### config.mk
export PLATFORM = sky130hd
export DESIGN_NAME = arcfour_sweep_core
export DESIGN_NICKNAME = d
export VERILOG_FILES = /design/src/rtl/arcfour_sweep_core.sv
export SDC_FILE = /design/constraint.sdc
export NUM_CORES = 1
export LEC_CHECK = 0
export ABC_AREA = 1
export CAP_MARGIN = 10
export CORE_ASPECT_RATIO = 1.75
export CORE_MARGIN = 5
export CORE_UTILIZATION = 35
export CTS_BUF_LIST = sky130_fd_sc_hd__clkbuf_8
export CTS_CLUSTER_SIZE = 14
export DETAILED_ROUTE_END_ITERATION = 12
export PLACE_DENSITY = 0.57
export RECOVER_POWER = 100
export SETUP_SLACK_MARGIN = 0.5
export SLEW_MARGIN = 20
export SYNTH_ARGS = -nofsm -noshare
export SYNTH_HDL_FRONTEND = slang
export SYNTH_SLANG_ARGS = --single-unit
### constraint.sdc
create_clock -name clk -period 3.45 [get_ports clk]
set_clock_uncertainty 0.15 [all_clocks]
set_input_delay 0.5175 -clock clk [delete_from_list [all_inputs] [get_ports clk]]
set_output_delay 0.5175 -clock clk [all_outputs]
set_load 0.05 [all_outputs]
### src/rtl/arcfour_sweep_core.sv
// arcfour_sweep_core: RC4 key-search engine sweeping base, base+stride, ... up to limit.
// Define ARCFOUR_EARLY_ABORT_EN to abandon a candidate at its first non-lowercase byte.
`timescale 1ns/1ps
module arcfour_sweep_core #(
    parameter int KEY_BYTES = 3,
    parameter int KEY_BITS  = 24,
    parameter int MSG_LEN   = 32,
    parameter int MSG_AW    = 5
) (
    input  logic                clk,
    input  logic                reset_n,
    input  logic                start,
    input  logic                abort,
    input  logic [KEY_BITS-1:0] key_base,
    input  logic [KEY_BITS-1:0] key_stride,
    input  logic [KEY_BITS-1:0] key_limit,
    output logic [7:0]          s_addr,
    output logic [7:0]          s_din,
    output logic                s_wren,
    input  logic [7:0]          s_dout,
    output logic [MSG_AW-1:0]   k_addr,
    input  logic [7:0]          k_dout,
    output logic [MSG_AW-1:0]   a_addr,
    output logic [7:0]          a_din,
    output logic                a_wren,
    output logic                busy,
    output logic                done,
    output logic                found,
    output logic [KEY_BITS-1:0] found_key,
    output logic [KEY_BITS-1:0] cur_key
);
    localparam int KW = KEY_BYTES * 8;
    localparam logic [2:0] IDLE = 3'd0, LOAD = 3'd1, INIT = 3'd2, SHUF = 3'd3,
                           DECR = 3'd4, CHECK = 3'd5, NEXT = 3'd6;
    localparam logic [MSG_AW-1:0] LAST = MSG_AW'(MSG_LEN - 1);

    logic [2:0]          state, cyc;
    logic [7:0]          i, j, si, sj, kbyte, pt;
    logic [3:0]          kidx;
    logic [MSG_AW-1:0]   k;
    logic                bad, pt_ok;
    logic [KW-1:0]       key_vec;
    logic [KEY_BITS:0]   nxt;

    assign key_vec = KW'(cur_key);
    assign nxt     = {1'b0, cur_key} + {1'b0, key_stride};
    assign pt      = s_dout ^ k_dout;
    assign pt_ok   = pt == 8'h20 || (pt >= 8'h61 && pt <= 8'h7a);
    assign busy    = state != IDLE;

    // key byte 0 sits in the most-significant byte of the key vector
    always_comb begin
        kbyte = 8'd0;
        for (int b = 0; b < KEY_BYTES; b++)
            if (kidx == 4'(b)) kbyte = key_vec[(KEY_BYTES-1-b)*8 +: 8];
    end

    always_comb begin
        s_addr = 8'd0;
        s_din  = 8'd0;
        s_wren = 1'b0;
        k_addr = '0;
        a_addr = '0;
        a_din  = 8'd0;
        a_wren = 1'b0;
        if (state == INIT) begin
            s_addr = i;
            s_din  = i;
            s_wren = 1'b1;
        end else if (state == SHUF || state == DECR) begin
            s_addr = (state == DECR && cyc == 3'd5) ? si + sj : (cyc == 3'd2 || cyc == 3'd3) ? j : i;
            s_din  = cyc == 3'd3 ? si : cyc == 3'd4 ? sj : 8'd0;
            s_wren = cyc == 3'd3 || cyc == 3'd4;
        end
        if (state == DECR) begin
            k_addr = k;
            a_addr = k;
            a_din  = cyc == 3'd6 ? pt : 8'd0;
            a_wren = cyc == 3'd6;
        end
    end

    always_ff @(posedge clk or negedge reset_n) begin
        if (!reset_n) begin
            state     <= IDLE;
            cyc       <= 3'd0;
            i         <= 8'd0;
            j         <= 8'd0;
            si        <= 8'd0;
            sj        <= 8'd0;
            kidx      <= 4'd0;
            k         <= '0;
            bad       <= 1'b0;
            done      <= 1'b0;
            found     <= 1'b0;
            found_key <= '0;
            cur_key   <= '0;
        end else begin
            done <= 1'b0;
            if (abort && state != IDLE) begin
                state <= IDLE;
            end else begin
                case (state)
                    IDLE: if (start && !abort) begin
                        cur_key <= key_base;
                        found   <= 1'b0;
                        state   <= LOAD;
                    end
                    LOAD: begin
                        i     <= 8'd0;
                        j     <= 8'd0;
                        cyc   <= 3'd0;
                        kidx  <= 4'd0;
                        k     <= '0;
                        bad   <= 1'b0;
                        state <= INIT;
                    end
                    INIT: begin
                        i <= i + 8'd1;
                        if (i == 8'hff) state <= SHUF;
                    end
                    SHUF: begin
                        cyc <= cyc == 3'd4 ? 3'd0 : cyc + 3'd1;
                        if (cyc == 3'd1) begin
                            si <= s_dout;
                            j  <= j + s_dout + kbyte;
                        end
                        if (cyc == 3'd3) sj <= s_dout;
                        if (cyc == 3'd4) begin
                            i    <= i + 8'd1;
                            kidx <= kidx == 4'(KEY_BYTES - 1) ? 4'd0 : kidx + 4'd1;
                            // PRGA pre-increments i, so the first byte starts at i=1, j=0
                            if (i == 8'hff) begin
                                state <= DECR;
                                i     <= 8'd1;
                                j     <= 8'd0;
                            end
                        end
                    end
                    DECR: begin
                        cyc <= cyc == 3'd6 ? 3'd0 : cyc + 3'd1;
                        if (cyc == 3'd1) begin
                            si <= s_dout;
                            j  <= j + s_dout;
                        end
                        if (cyc == 3'd3) sj <= s_dout;
                        if (cyc == 3'd6) begin
                            i <= i + 8'd1;
                            k <= k + MSG_AW'(1);
                            if (!pt_ok) bad <= 1'b1;
`ifdef ARCFOUR_EARLY_ABORT_EN
                            if (!pt_ok) state <= NEXT;
                            else if (k == LAST) state <= CHECK;
`else
                            if (k == LAST) state <= CHECK;
`endif
                        end
                    end
                    CHECK: if (!bad) begin
                        found     <= 1'b1;
                        found_key <= cur_key;
                        done      <= 1'b1;
                        state     <= IDLE;
                    end else begin
                        state <= NEXT;
                    end
                    NEXT: if (nxt[KEY_BITS] || nxt[KEY_BITS-1:0] > key_limit) begin
                        done  <= 1'b1;
                        state <= IDLE;
                    end else begin
                        cur_key <= nxt[KEY_BITS-1:0];
                        state   <= LOAD;
                    end
                    default: state <= IDLE;
                endcase
            end
        end
    end
endmodule

Word-level counts from Yosys, hierarchy flattened
Cells that the tools add are included.
W data, S select, Z words.
{"block": "op_classes", "n_addsub": 8, "n_lt_le_gt_ge": 3, "eq_ne": 30, "n_mux": 57, "bitwise": 3, "n_reduce_logical": 32}
{"op": "$mux W8", "n": 20}
{"op": "$mux W24", "n": 2}
{"op": "$pmux W24 S2", "n": 1}
{"op": "$pmux W8 S4", "n": 1}
{"op": "$mux W3", "n": 10}
{"op": "$add A24 B24 Y25", "n": 1}
{"op": "$add A8 B8 Y8", "n": 3}
{"op": "$gt A24 B24 Y1", "n": 1}
{"op": "$pmux W8 S3", "n": 1}
{"op": "$pmux W3 S7", "n": 1}
{"op": "$eq A3 B3 Y1 const B", "n": 6}
{"op": "$reduce_and A3 Y1", "n": 6}
{"op": "$reduce_and A4 Y1", "n": 4}
{"op": "$ne A3 B1 Y1 const B", "n": 5}
{"op": "$eq A3 B2 Y1 const B", "n": 4}
{"op": "$mux W1", "n": 11}
{"op": "$mux W5", "n": 2}
{"op": "$pmux W5 S2", "n": 1}
{"op": "$pmux W3 S3", "n": 1}
{"op": "$add A8 B1 Y8 const B", "n": 1}
{"op": "$eq A8 B6 Y1 const B", "n": 1}
{"op": "$eq A8 B8 Y1 const B", "n": 1}
{"op": "$ge A8 B7 Y1 const B", "n": 1}
{"op": "$le A8 B7 Y1 const B", "n": 1}
{"op": "other kinds (26)", "n": 47}
{"block": "totals", "reg_bits": 98, "inputBits": 92, "elab_cells": 146}

Logic depth before layout (Yosys ltp)
Gate-level depths: netlist of run 1.
{"block": "depth", "word_depth": 9, "mapped_depth": 28, "ltp_nobuf": 27}

Least setup slack after synthesis of run 1
Ideal clock, no wire load.
{"block": "synth_path", "path_kind": "reg2reg", "start": "reg cur_key[0]", "end": "reg cur_key[7]", "setup_ns": 0.120, "t_arrival_ns": 3.398, "required_ns": 3.180, "setup_slack_ns": -0.218, "stages_incl_launch_ff": 26, "period_less_slack_ns": 3.668, "cell_sequence": "dfrtp_1 ha_1 inv_1 fa_1 inv_1 nand3_1 nand2_2 nand2_1 nand2_1 nand3_1 nand2_1 nand2_1 and2_1 ha_1 nand2_1 nor2_1 nand4_1 nor2_1 nand4_1 nand2_1 nand3_2 nand2_4 nand2_4 buf_6 nand2_1 nand2_1"}
{"block": "synth_via", "elab_chain_len": 5}
{"element": "start, declared", "line_no": "30", "source": "output logic [KEY_BITS-1:0] cur_key"}
{"element": "start signal, assigned", "line_no": "105", "source": "cur_key <= key_base;"}
{"element": "start signal, assigned", "line_no": "171", "source": "cur_key <= nxt[KEY_BITS-1:0];"}
{"element": "$add A24 B24 Y25 (*)", "line_no": "46", "source": "assign nxt = {1'b0, cur_key} + {1'b0, key_stride};"}
{"element": "$gt A24 B24 Y1", "line_no": "167", "source": "NEXT: if (nxt[KEY_BITS] || nxt[KEY_BITS-1:0] > key_limit) begin"}
{"element": "$logic_or A1 B1 Y1", "line_no": "167"}
{"element": "$ne A2 B2 Y1 (no source line)"}
{"element": "$reduce_and A4 Y1 (no source line)"}
Mark *: on every way between the ends. The rest lies on a longest branch, timed or not. The select of a mux whose other input is x is not followed.
A chain may end at the register's enable or synchronous reset.

Final worst setup path of run 1
{"block": "layout_path", "start": "reg cur_key[0]", "end": "reg cur_key[6]"}
Same word-level chain as after synthesis.

==> impl_metrics.env, run 1 <==
export IMPL_status="finished, violations left"
export IMPL_violations="setup timing"
export IMPL_reg2reg_depth=24
export IMPL_core_um2=25200
export IMPL_post_dp_cell_area_um2=12000
export IMPL_synthDistinctLibCells=46
export IMPL_synth_top_area_cell="dfrtp_1"
export IMPL_first_global_vias=10600
export IMPL_crit_path_end_kind="register"
export IMPL_routedWlPerCell_um=18.5
export IMPL_critical_path_class="register to register"
export IMPL_die_area_um2=29000
export IMPL_synth_area_um2=8950
export IMPL_numCtsBuffers=9
export IMPL_relSlewSlack_pct=24.4
export IMPL_syn_num_nets=1539
export IMPL_ant_nets=0
export IMPL_synth_seq_cells=98
export IMPL_cp_arrival_ps=3780
export IMPL_synthDominantCellAreaShare_pct=27.4
export IMPL_initial_core_util_pct=35.5
export IMPL_cts_tree="yes"
export IMPL_maxClockFrequency_ghz=0.277
export IMPL_finalCritPeriodShare_pct=105
export IMPL_ys_warn_count=0
export IMPL_gr_usage_all_layers_pct=25.7
export IMPL_grt_max_degree=60
export IMPL_multiInputGateArea_um2=6620
export IMPL_fillerInstances=2539
export IMPL_worstMarginPinSlew_ps=1130
export IMPL_grt_pass1_wl_mm=56.5
export IMPL_finalHoldViolCount=0
export IMPL_cts_root_buf="clkbuf_8"
export IMPL_power_density_nw_per_um2=912
export IMPL_num_antenna_cells=0
export IMPL_rsz0062_at_grt="yes"
export IMPL_ctsHtreeMaxLevel=3
export IMPL_fin_crit_ps=3610
export IMPL_ctsLongestPathBuffers=2
export IMPL_setup_violations=25
export IMPL_pwr_share_clk_pct=6.3
export IMPL_finalMaxSlewViolations=0
export IMPL_die_w_um=131
export IMPL_startpoint_type="register"
export IMPL_whs_path_depth=2
export IMPL_num_rows=77
export IMPL_via_per_inst=5.01
export IMPL_wirelength_mm=37.6
export IMPL_dr_first_iter_drc_count=594
export IMPL_num_vias=10200
export IMPL_setup_ws_ps=-165
export IMPL_antenna_found_initial=0
export IMPL_dpl_hpwl_mm=29.4
export IMPL_switchingPower_w=0.00656
export IMPL_synthCells=1366
export IMPL_place_congestion=0.971
export IMPL_comb_power_share_pct=77.9
export IMPL_fin_nets=1889
export IMPL_drc=0
export IMPL_fin_util_pct=53.9
export IMPL_p_int_w=0.00586
export IMPL_design_area_um2=13600
export IMPL_avgSynthCellArea_um2=6.55
export IMPL_clk_latency_ps=440
export IMPL_gr_total_overflow=0
export IMPL_p_sw_share_pct=52.8
export IMPL_leakage_nw=7.09
export IMPL_peakVddDrop_v=0.000563
export IMPL_cts_sinks=98
export IMPL_area_growth_pct=52.0
export IMPL_pre_cts_slack_ps=-964
export IMPL_yosys_top_cells_area="dfrtp_1 (27%), nand2_1 (19%), ha_1 (11%)"
export IMPL_place_port_buffers=178
export IMPL_ys_seq_area_share_pct=27.4
export IMPL_path_clk_slew_ps=120
export IMPL_required_ps=3620
export IMPL_seqPwrFrac_pct=15.7
export IMPL_ios=179
export IMPL_dr_pass1_iters=5
export IMPL_min_path_type="register to register"
export IMPL_path_max_fanout=6
export IMPL_maxCapViolCount=0
export IMPL_layout_drive_gt1_share_pct=27.8
export IMPL_fp_dieH_um=222
export IMPL_seq_area_um2=2480
metal layers:
layer,track usage [%],routed length (um),up-vias
li1,-,-,5025
met1,24.3,12200,4786
met2,51.0,21400,280
met3,2.80,1390,107
met4,14.2,2560,0
met5,0,0,-
timing repair:
item,in CTS,in global routing
gates resized for setup,186,131
endpoints found under the setup margin,55,61
cloned,6,1
hold buffers,1,0
hold endpoints to repair,39,0
pin swaps,42,84
buffers inserted,24,24
metrics by stage:
step                hold slack, ps  total power [W]  cells  setup TNS [ps]
global placement               318          0.00992   1965          -22750
CTS                            356           0.0118   2012           -2160
detailed placement             328          0.00998   1965          -24000
global route                   385           0.0133   2037           -7090
floorplan                     71.9          0.00665   1366            -901
finish                         346           0.0124   2037           -3170
registers in the layout, summed over array words and instances (netlist names):
register,count
done,1
cyc,3
i,8
found,1
cur_key,24
j,8
sj,8
found_key,24
k,5
state,3
kidx,4
bad,1
si,8
final cells by class:
class	instances	area share, %
clock buffers	9	0.910
flip-flops and latches	98	18.2
clock inverters	7	0.414
multi-input cells	1019	48.6
well taps	316	2.90
inverters	226	6.32
repair buffers	362	22.6
cell families after synthesis:
| family | after synthesis | share of synthesized area, % |
|---|---|---|
| AND/OR/NAND/NOR | 730 | 35.0 |
| buffers and inverters | 253 | 11.2 |
| AO/OA/AOI/OAI | 166 | 10.8 |
| flip-flops | 98 | 27.4 |
| adder cells (fa/ha/maj) | 81 | 11.7 |
| XOR/XNOR | 29 | 2.84 |
| multiplexers | 9 | 1.13 |
path summary, 6_finish.rpt:
kind,endpoint,slack [ps],startpoint
setup / recovery,cur_key[6],-160,cur_key[0]
hold / removal,found_key[16],350,found_key[16]
setup reg to reg,cur_key[6],-160,cur_key[0]
hold reg to reg,found_key[16],350,found_key[16]
min in group asynchronous,k[0],690,reset_n
max in group asynchronous,sj[4],840,reset_n
synth_stat cells, drive strengths merged:
| master | instances |
|---|---|
| fa | 4 |
| a31oi | 2 |
| o22ai | 6 |
| inv | 225 |
| buf | 21 |
| or2 | 6 |
| o41ai | 8 |
| nor3b | 3 |
| nand2 | 481 |
| o21ai | 75 |
| a32oi | 2 |
| nor3 | 15 |
| clkbuf | 6 |
| o211ai | 5 |
| o21bai | 1 |
| o221ai | 7 |
| clkinv | 1 |
| a21oi | 53 |
| dfrtp | 98 |
| xnor2 | 17 |
| o31ai | 2 |
| nand4 | 15 |
| a211oi | 3 |
| nor2 | 104 |
| mux2 | 9 |
| and2 | 16 |
| xor2 | 12 |
| a21o | 2 |
| ha | 77 |
| nand3 | 87 |
| nand3b | 3 |
worst max-delay path: stages (launching register included):
cell     delay [ps]
dfrtp_2         410
ha_4            150
inv_2            30
fa_2            340
inv_2            80
nand3_2          80
nand2_4         110
buf_4           120
nand4_1         140
buf_4           180
nand4_1         110
and2_4          160
ha_1            230
nand2_2          80
nor2_4           40
a21oi_1         140
buf_4           140
nand3_2          70
nand2_2         100
nand3_4         100
nand2_8         160
buf_6           130
nand2_8          90
nand2_2         120
nand2_2          50
layout by cell type (no fill, tap or decap), types with 11 or more instances in the layout:
cell,count
clkbuf_2,11
ha_4,35
dfrtp_1,77
ha_1,39
nand4_1,15
nor2_1,72
dlygate4sd3_1,53
dfrtp_2,21
and2_1,12
nor2_2,23
o21ai_0,62
buf_4,171
clkdlybuf4s50_1,63
nand3_2,14
clkbuf_1,19
a21oi_1,43
xnor2_1,17
nand2_4,12
inv_1,210
nand2_1,402
nand3_1,70
nand2_2,65
dlygate4sd2_1,24
inv_2,13
power by group through the flow:
| stage | logic, W | registers [W] | clock network (W) |
|---|---|---|---|
| 2_1_floorplan | 0.00386 | 0.00278 | 0 |
| 3_3_place_gp | 0.00802 | 0.00190 | 0 |
| 3_5_place_dp | 0.00806 | 0.00191 | 0 |
| 4_1_cts | 0.00910 | 0.00194 | 0.000798 |
| 5_1_grt | 0.0105 | 0.00200 | 0.000841 |
| 6_report | 0.00968 | 0.00196 | 0.000787 |
Power figures use the tool's default switching activity.
==> inputs of run 2 (changes only) <==
Settings changed: CTS_CLUSTER_SIZE 14 to 10, PLACE_DENSITY 0.57 to 0.65.
Clock period 3.45 ns to 3.35 ns, I/O delays scaled along.
==> run 2 against run 1 <==
Effect of this change:
- the flow still finishes with violations (setup timing)
- routed wire length down 2.0%
- non-clock buffer count down 1
- die area unchanged
- via count up 0.79%
- largest power group unchanged
==> impl_metrics.env, run 2 (same netlist as run 1, synthesis figures left out) <==
export IMPL_path_buf_inv=4
export IMPL_routedWlPerCell_um=18.1
export IMPL_peakVddDrop_v=0.000631
export IMPL_die_w_um=131
export IMPL_layout_drive_gt1_share_pct=27.1
export IMPL_violations="setup timing"
export IMPL_status="finished, violations left"
export IMPL_crit_path_frequent_cell="nand2_4"
export IMPL_min_delay_worst_endpoint="sj[3]"
export IMPL_ios=179
export IMPL_top_regs="cur_key x24, found_key x24"
export IMPL_grt_max_degree=60
export IMPL_fp_dieH_um=222
export IMPL_pre_cts_slack_ps=-1100
export IMPL_leakage_nw=7.22
export IMPL_core_um2=25200
export IMPL_fillerInstances=2407
export IMPL_fin_nets=1887
export IMPL_dr_pass1_iters=5
export IMPL_path_max_fanout=6
export IMPL_antenna_found_initial=1
export IMPL_die_area_um2=29000
export IMPL_maxCapViolCount=0
export IMPL_p_sw_share_pct=53.0
export IMPL_wirelength_mm=36.8
export IMPL_fin_util_pct=54.6
export IMPL_setup_ws_ps=-422
export IMPL_place_port_buffers=178
export IMPL_power_density_nw_per_um2=919
export IMPL_pwr_share_clk_pct=6.5
export IMPL_rsz0062_at_grt="yes"
export IMPL_place_congestion=0.966
export IMPL_whs_path_depth=3
export IMPL_via_per_inst=5.05
export IMPL_comb_power_share_pct=77.8
export IMPL_rrSetupSlack_ps=-420
export IMPL_maxClockFrequency_ghz=0.265
export IMPL_num_rows=77
export IMPL_finalMaxSlewViolations=0
export IMPL_finalHoldViolCount=0
export IMPL_num_vias=10300
export IMPL_critical_path_class="register to register"
export IMPL_required_ps=3530
export IMPL_worstMarginPinSlew_ps=1170
export IMPL_seqPwrFrac_pct=15.6
export IMPL_dpl_hpwl_mm=28.1
export IMPL_hp_start="s_dout[3]"
export IMPL_relSlewSlack_pct=21.7
export IMPL_cts_root_buf="clkbuf_8"
export IMPL_gr_total_overflow=0
export IMPL_first_global_vias=10300
export IMPL_ant_nets=0
export IMPL_reg2reg_depth=26
export IMPL_clk_latency_ps=440
export IMPL_cts_tree="yes"
export IMPL_initial_core_util_pct=35.5
export IMPL_switchingPower_w=0.00671
export IMPL_crit_path_end_kind="register"
export IMPL_setup_violations=26
export IMPL_ctsHtreeMaxLevel=3
export IMPL_layout_common_cells="nand2_1 (402), inv_1 (211), buf_4 (151)"
export IMPL_cp_arrival_ps=3950
export IMPL_min_path_type="input port to register"
export IMPL_area_growth_pct=53.9
export IMPL_r2r_end="cur_key[15]"
export IMPL_gr_usage_all_layers_pct=24.3
export IMPL_p_int_w=0.00596
export IMPL_dr_first_iter_drc_count=582
export IMPL_drc=0
export IMPL_critPathMaxStageDelay_ps=400
export IMPL_cts_sinks=98
export IMPL_numCtsBuffers=9
export IMPL_layout_commonest_cell="nand2_1"
export IMPL_startpoint_type="register"
export IMPL_path_clk_slew_ps=110
export IMPL_cpLargestDelayFamily="simple AND/OR/NAND/NOR gates"
export IMPL_ctsLongestPathBuffers=2
export IMPL_finalCritPeriodShare_pct=113
export IMPL_grt_pass1_wl_mm=54.0
export IMPL_crit_slowest_cell="dfrtp_2"
export IMPL_r2r_start="cur_key[0]"
export IMPL_fin_crit_ps=3770
## run 2: repair_timing
item                                    CTS  global route
hold buffers                              1             0
endpoints found under the setup margin   64            50
pin swaps                                45            64
cloned                                    3             3
resized for setup                       184           170
setup buffers                            34            18
endpoints found under the hold margin    39             0
## run 2: power groups by stage
stage / Combinational [W] / Clock (W) / Sequential (W)
2_1_floorplan: 0.00401 / 0 / 0.00286
3_3_place_gp: 0.00805 / 0 / 0.00191
3_5_place_dp: 0.00812 / 0 / 0.00193
4_1_cts: 0.00909 / 0.000843 / 0.00195
5_1_grt: 0.0106 / 0.000872 / 0.00202
6_report: 0.00986 / 0.000829 / 0.00198
## run 2: worst max path at each step
stage          depth (start not counted)          end           from
2_1_floorplan                         25  cur_key[12]     cur_key[0]
3_3_place_gp                          25   cur_key[7]  key_stride[0]
3_5_place_dp                          25   cur_key[4]  key_stride[0]
4_1_cts                               25  cur_key[15]     cur_key[0]
5_1_grt                               25   cur_key[1]     cur_key[0]
6_report                              26  cur_key[15]     cur_key[0]
## run 2: stage by stage
stage	instances	cell area (um^2)	hold slack (ps)	power [W]	TNS [ps]
floorplan	1366	9170	56.9	0.00687	0
global placement	1960	12100	317	0.00997	-26190
detailed placement	1960	12100	328	0.0100	-27520
CTS	2014	13300	353	0.0119	-8430
global route	2036	13800	345	0.0135	-12660
finish	2036	13800	280	0.0127	-9840
## run 2: tightest hold or removal path, stage by stage
cell and delay [ps]:
dlymetal6s2s_1 160, inv_1 70, o21ai_0 80
## run 2: metal layers
| metal | routed length [um] | part of all wire [%] | GRT usage (%) | up-vias |
|---|---|---|---|---|
| met4 | 3110 | 8.5 | 16.6 | 0 |
| met3 | 1670 | 4.5 | 3.45 | 137 |
| met2 | 19300 | 52 | 44.9 | 359 |
| li1 | - | - | - | 5036 |
| met5 | 0 | 0 | 0 | - |
| met1 | 12800 | 35 | 24.1 | 4747 |
## run 2: layout make-up
class,instances,area [um^2],share of cell area [%]
Timing Repair Buffer,361,3240,23.5
Sequential cell,98,2480,18.0
Inverter,226,855,6.20
Tap cell,316,395,2.87
Clock buffer,9,124,0.899
Antenna cell,1,2.50,0.0182
Multi-Input combinational cell,1018,6620,48.0
Clock inverter,7,63.8,0.463
